===== src/rtl/nf_spi_pkg.sv =====
// Shared types and constants for the SPI-side
// serial receive path.
package nf_spi_pkg;

  typedef enum logic [1:0] {
    IDLE,
    SHIFT,
    PAR,
    END
  } state_t;

  localparam logic PAR_ODD_ONES = 1'b1;

endpackage


===== src/rtl/nf_rx_shift.sv =====
// MSB-first deserializer with a running XOR
// of every bit shifted in since the last clear.
module nf_rx_shift #(
  parameter int M = 4
) (
  input  logic         i_clk,
  input  logic         i_rst_n,
  input  logic         i_clr,
  input  logic         i_en,
  input  logic         i_bit,
  output logic [M-1:0] o_word,
  output logic         o_par
);

  logic [M-1:0] r_word;
  logic         r_par;

  always_ff @(posedge i_clk or negedge i_rst_n) begin
    if (!i_rst_n) begin
      r_word <= '0;
      r_par  <= 1'b0;
    end else if (i_clr) begin
      r_word <= '0;
      r_par  <= 1'b0;
    end else if (i_en) begin
      r_word <= {r_word[M-2:0], i_bit};
      r_par  <= r_par ^ i_bit;
    end
  end

  assign o_word = r_word;
  assign o_par  = r_par;

endmodule


===== src/rtl/nf_parity_rx.sv =====
// SPI frame receiver: M data bits MSB first plus
// an even-parity bit, delivered over valid/ready.
module nf_parity_rx
  import nf_spi_pkg::*;
#(
  parameter int M  = 4,
  parameter int CW = $clog2(M)
) (
  input  logic         i_clk,
  input  logic         i_rst_n,
  input  logic         i_cs_n,
  input  logic         i_sclk_stb,
  input  logic         i_mosi,
  input  logic         i_ready,
  output logic [M-1:0] o_data,
  output logic         o_valid,
  output logic         o_par_err,
  output logic         o_frame_err,
  output logic         o_overrun
);

  state_t       r_state;
  state_t       w_next;
  logic         r_cs_n_q;
  logic [CW-1:0] r_cnt;
  logic [M-1:0] r_data;
  logic         r_valid;
  logic         r_perr;
  logic         r_ferr;
  logic         r_ovr;

  logic         w_start;
  logic         w_clr;
  logic         w_en;
  logic         w_abort;
  logic         w_done;
  logic         w_load;
  logic         w_ovr;
  logic         w_err;
  logic         w_exp;
  logic [M-1:0] w_word;
  logic         w_par;

  assign w_start = ~i_cs_n & r_cs_n_q;

  nf_rx_shift #(.M(M)) u_shift (
    .i_clk   (i_clk),
    .i_rst_n (i_rst_n),
    .i_clr   (w_clr),
    .i_en    (w_en),
    .i_bit   (i_mosi),
    .o_word  (w_word),
    .o_par   (w_par)
  );

  always_ff @(posedge i_clk or negedge i_rst_n) begin
    if (!i_rst_n) begin
      r_state  <= IDLE;
      r_cs_n_q <= 1'b1;
    end else begin
      r_state  <= w_next;
      r_cs_n_q <= i_cs_n;
    end
  end

  always_comb begin
    w_next  = r_state;
    w_clr   = 1'b0;
    w_en    = 1'b0;
    w_abort = 1'b0;
    w_done  = 1'b0;
    unique case (r_state)
      IDLE: begin
        if (w_start) begin
          w_next = SHIFT;
          w_clr  = 1'b1;
        end
      end
      SHIFT: begin
        if (i_cs_n) begin
          w_abort = 1'b1;
          w_next  = IDLE;
        end else if (i_sclk_stb) begin
          w_en = 1'b1;
          if (r_cnt == CW'(M-1))
            w_next = PAR;
        end
      end
      PAR: begin
        if (i_cs_n) begin
          w_abort = 1'b1;
          w_next  = IDLE;
        end else if (i_sclk_stb) begin
          w_done = 1'b1;
          w_next = END;
        end
      end
      END: begin
        if (i_cs_n)
          w_next = IDLE;
      end
      default: w_next = IDLE;
    endcase
  end

  // Expected parity bit derived from the running XOR
  assign w_exp  = w_par ? PAR_ODD_ONES : ~PAR_ODD_ONES;
  assign w_err  = i_mosi ^ w_exp;
  assign w_load = w_done & (~r_valid | i_ready);
  assign w_ovr  = w_done & r_valid & ~i_ready;

  always_ff @(posedge i_clk or negedge i_rst_n) begin
    if (!i_rst_n)
      r_cnt <= '0;
    else if (w_clr)
      r_cnt <= '0;
    else if (w_en)
      r_cnt <= r_cnt + CW'(1);
  end

  always_ff @(posedge i_clk or negedge i_rst_n) begin
    if (!i_rst_n) begin
      r_data  <= '0;
      r_valid <= 1'b0;
      r_perr  <= 1'b0;
      r_ferr  <= 1'b0;
      r_ovr   <= 1'b0;
    end else begin
      r_ferr <= w_abort;
      r_ovr  <= w_ovr;
      if (w_load) begin
        r_data  <= w_word;
        r_perr  <= w_err;
        r_valid <= 1'b1;
      end else if (i_ready) begin
        r_valid <= 1'b0;
      end
    end
  end

  assign o_data      = r_data;
  assign o_valid     = r_valid;
  assign o_par_err   = r_perr;
  assign o_frame_err = r_ferr;
  assign o_overrun   = r_ovr;

endmodule

===== config.mk =====
export PLATFORM = sky130hd
export DESIGN_NAME = nf_parity_rx
export DESIGN_NICKNAME = d
export VERILOG_FILES = /design/src/rtl/nf_spi_pkg.sv /design/src/rtl/nf_rx_shift.sv /design/src/rtl/nf_parity_rx.sv
export SDC_FILE = /design/constraint.sdc
export NUM_CORES = 1
export LEC_CHECK = 0
export ABC_AREA = 0
export CORE_MARGIN = 1.5
export CORE_UTILIZATION = 50
export DETAILED_ROUTE_END_ITERATION = 10
export PLACE_DENSITY_LB_ADDON = 0.3
export SLEW_MARGIN = 20
export SYNTH_ARGS = -nofsm -noshare
export SYNTH_HDL_FRONTEND = slang
export SYNTH_SLANG_ARGS = --single-unit

===== constraint.sdc =====
create_clock -name i_clk -period 1.9 [get_ports i_clk]
set_clock_uncertainty 0.1 [all_clocks]
set_input_delay 0.19 -clock i_clk [delete_from_list [all_inputs] [get_ports i_clk]]
set_output_delay 0.19 -clock i_clk [all_outputs]
set_load 0.005 [all_outputs]

==> results.md <==
* Max_cap viols at 0
* Psw at 0.426 mW
* Via count at 532
* Synth area leaders: dfrtp_1 50%, ha_1 8.8%, mux2i_1 7.1%, mux2_4 7.1%, nor2_1 4.0%
* Initial Util at 55.1%
* Fill cells at 118
* Drt total wl at 1.34 mm
* Reg clk slew, reported paths at 0.10 ns
* Syn_area_per_cell at 12.1 sq um
* CTS resizes at 0
* CP Data Arrival Time at 1.81 ns
* Critical Path Fanout Max at 6
* Yosys top cell by area: dfrtp_1
* Sw frac at 32.4%
* Final Hold Violating Endpoints at 0
* Worst-skew pair later-pin latency at 0.29 ns
* Core ar. at 1540 sq um
* First-pass GRT wire length at 2.40 mm
* Pre-Repair DR Iteration Count at 4
* Post-Synthesis Cells at 70
* Int Power at 0.889 mW
* Global routing's busiest layer: met2
* Overflow after GRT at 0
* Die Span X at 44.2 um
* H-tree depth at 1
* Pwr/cell area at 1260 nW/um^2
* Vias in the first global route at 557
* Layout cells sized above 1 at 17.0%
* Sequential fraction of the synthesis area at 53.2%
* Vias/cell at 5.12
* Largest net degree at the start of global routing at 19
* Layout Nets at 101
* Static leakage at 0.533 nW
* GRT Total Usage at 17.6%
* Worst vdd ir at 0.855 mV
* ANT nets after route at 0
* Synthesized flop and latch total at 18
* Area Growth Syn to Fin at 22.8%
* Initial DRC count at 12
* Clock Power Share at 17.7%
* Met3 GRT Util at 5.71%
* Hpwl dp at 1.04 mm
* Crit start category: flip-flop
* Fmax at 578 MHz
* Drt wl/cell at 12.8 um
* GP Congestion at 0.801
* Number of port buffers at 13
* Setup WS pre-CTS at 0.181 ns
* Die span in y at 44.2 um
* CTS sink count at 18
* Io pins at 14
* WHS at 0.114 ns
* Seq pwr share at 44.6%
* Cts hold-fix bufs at 0
* Unrepaired setup endpoints after global routing: false
* TritonCTS clock tree: built
* Gate power share at 37.7%
* Synthesized Nets at 82
* Data required, critical path at 1.98 ns
* Final setup violation count at 0
* Post-CTS setup buffer count at 0
* Die area at 1960 sq um
* Top cell type's share of synthesized area at 50.1%
* Slew Limit Fails at 0
* Grt met1 use at 22.1%
* Post-Syn Area at 850 sq um
* Met2 Use GR at 26.5%
* Setup tns final at 0 ns
* Tcrit/Tclk final at 91.1%
* N_diodes at 0
* Relative slew slack at 82.9%
* Critical path endpoint category: flip-flop
* Core Rows at 14
* Outcome: completed
* Synth warn at 0
* DRC Markers at 0
* Post-route minimum period at 1.73 ns
* Antenna violations before repair at 0
* Inserted Clock Buffers at 3
* CTS root buf: clkbuf_4
* Final worst slack at 0.170 ns
* Worst slew pin tran at 0.257 ns
* Setup CP Type: reg2reg
* Netlist cell types at 23
* Max clock buf depth at 2
* Worst Hold Class: in2async
==> cells by family (layout without fill, tap and decap cells) <==
family | after synthesis | count (layout) | synth area share (%)
multiplexers | 10 | 10 | 14.1
XOR/XNOR | 3 | 3 | 3.09
AO/OA/AOI/OAI | 7 | 7 | 5.74
flip-flops | 18 | 18 | 53.2
AND/OR/NAND/NOR | 19 | 19 | 11.0
buffers and inverters | 7 | 25 | 3.98
adder cells (fa/ha/maj) | 6 | 6 | 8.84
==> power by group through the flow <==
stage,Clock [mW],Combinational (mW),Sequential (mW)
after floorplan,0,0.325,0.579
after global placement,0,0.476,0.586
after detailed placement,0,0.494,0.594
after CTS,0.237,0.499,0.587
after global routing,0.252,0.554,0.603
final,0.233,0.496,0.586
==> registers in the layout (all words and copies together) (netlist names) <==
| name | count |
|---|---|
| o_overrun | 1 |
| o_data | 4 |
| r_state | 2 |
| o_valid | 1 |
| r_cs_n_q | 1 |
| r_cnt | 2 |
| o_par_err | 1 |
| u_shift.o_par | 1 |
| o_frame_err | 1 |
| u_shift.o_word | 4 |
==> path summary, 6_finish.rpt <==
check / cells past startpoint / to / slack, ns / from
max in group asynchronous: 2 / r_cs_n_q / 1.34 / i_rst_n
worst max register to register: 6 / o_data[2] / 0.17 / r_state[0]
worst min-delay path: 2 / o_frame_err / 0.11 / i_rst_n
worst max-delay path: 6 / o_data[2] / 0.17 / r_state[0]
min in group i_clk: 2 / r_cs_n_q / 0.38 / i_cs_n
worst min register to register: 1 / o_data[0] / 0.42 / o_data[0]
==> metal layers <==
metal | share of wire [%] | vias up
li1 | - | 269
met1 | 48 | 247
met2 | 47 | 13
met3 | 4.4 | 3
met4 | 1.0 | 0
met5 | 0 | -
==> synthesized netlist by cell type (all sizes together) <==
cell and n:
dfrtp 17, nor2 9, ha 6, mux2i 6, inv 5, mux2 4, a21oi 3, nand2 3
o21ai 3, xor2 2, a221oi 1, and2 1, and3 1, buf 1, clkbuf 1, dfstp 1
nand2b 1, nand3 1, nand3b 1, nand4 1, nor2b 1, xnor2 1
==> stage by stage <==
| step | std cells | utilization, % | total power, mW | instance area, sq um |
|---|---|---|---|---|
| after floorplan | 70 | - | 0.904 | 850 |
| after global placement | 100 | 65.3 | 1.06 | 1010 |
| after detailed placement | 100 | 65.3 | 1.09 | 1010 |
| after CTS | 104 | 67.7 | 1.32 | 1040 |
| after global routing | 104 | 67.7 | 1.41 | 1040 |
| final | 104 | 67.7 | 1.31 | 1040 |
==> critical path: stages, from the launching register on <==
cell      delay [ns]
dfrtp_1         0.41
inv_1           0.14
ha_1            0.24
nand3b_1        0.13
nor2b_1         0.13
buf_4           0.16
mux2_4          0.31
==> layout make-up <==
cell class | instances | area (sq um) | area share (%)
inverter | 5 | 18.8 | 1.80
tap | 16 | 20.0 | 1.92
timing repair buffer | 16 | 153 | 14.6
clock buffer | 4 | 36.3 | 3.48
multi-input combinational | 45 | 364 | 34.9
sequential | 18 | 452 | 43.3
==> cells in the final DEF, fill, tap and decap left out, types with 2 or more instances in the layout <==
cell type        instances
dfrtp_1                 17
clkdlybuf4s50_1         13
nor2_1                   9
mux2i_1                  6
ha_1                     6
inv_1                    5
mux2_4                   4
a21oi_1                  3
nand2_1                  3
clkbuf_4                 3
buf_4                    3
xor2_1                   2
o21ai_0                  2
Note: power is estimated with default switching activity, not from simulation.
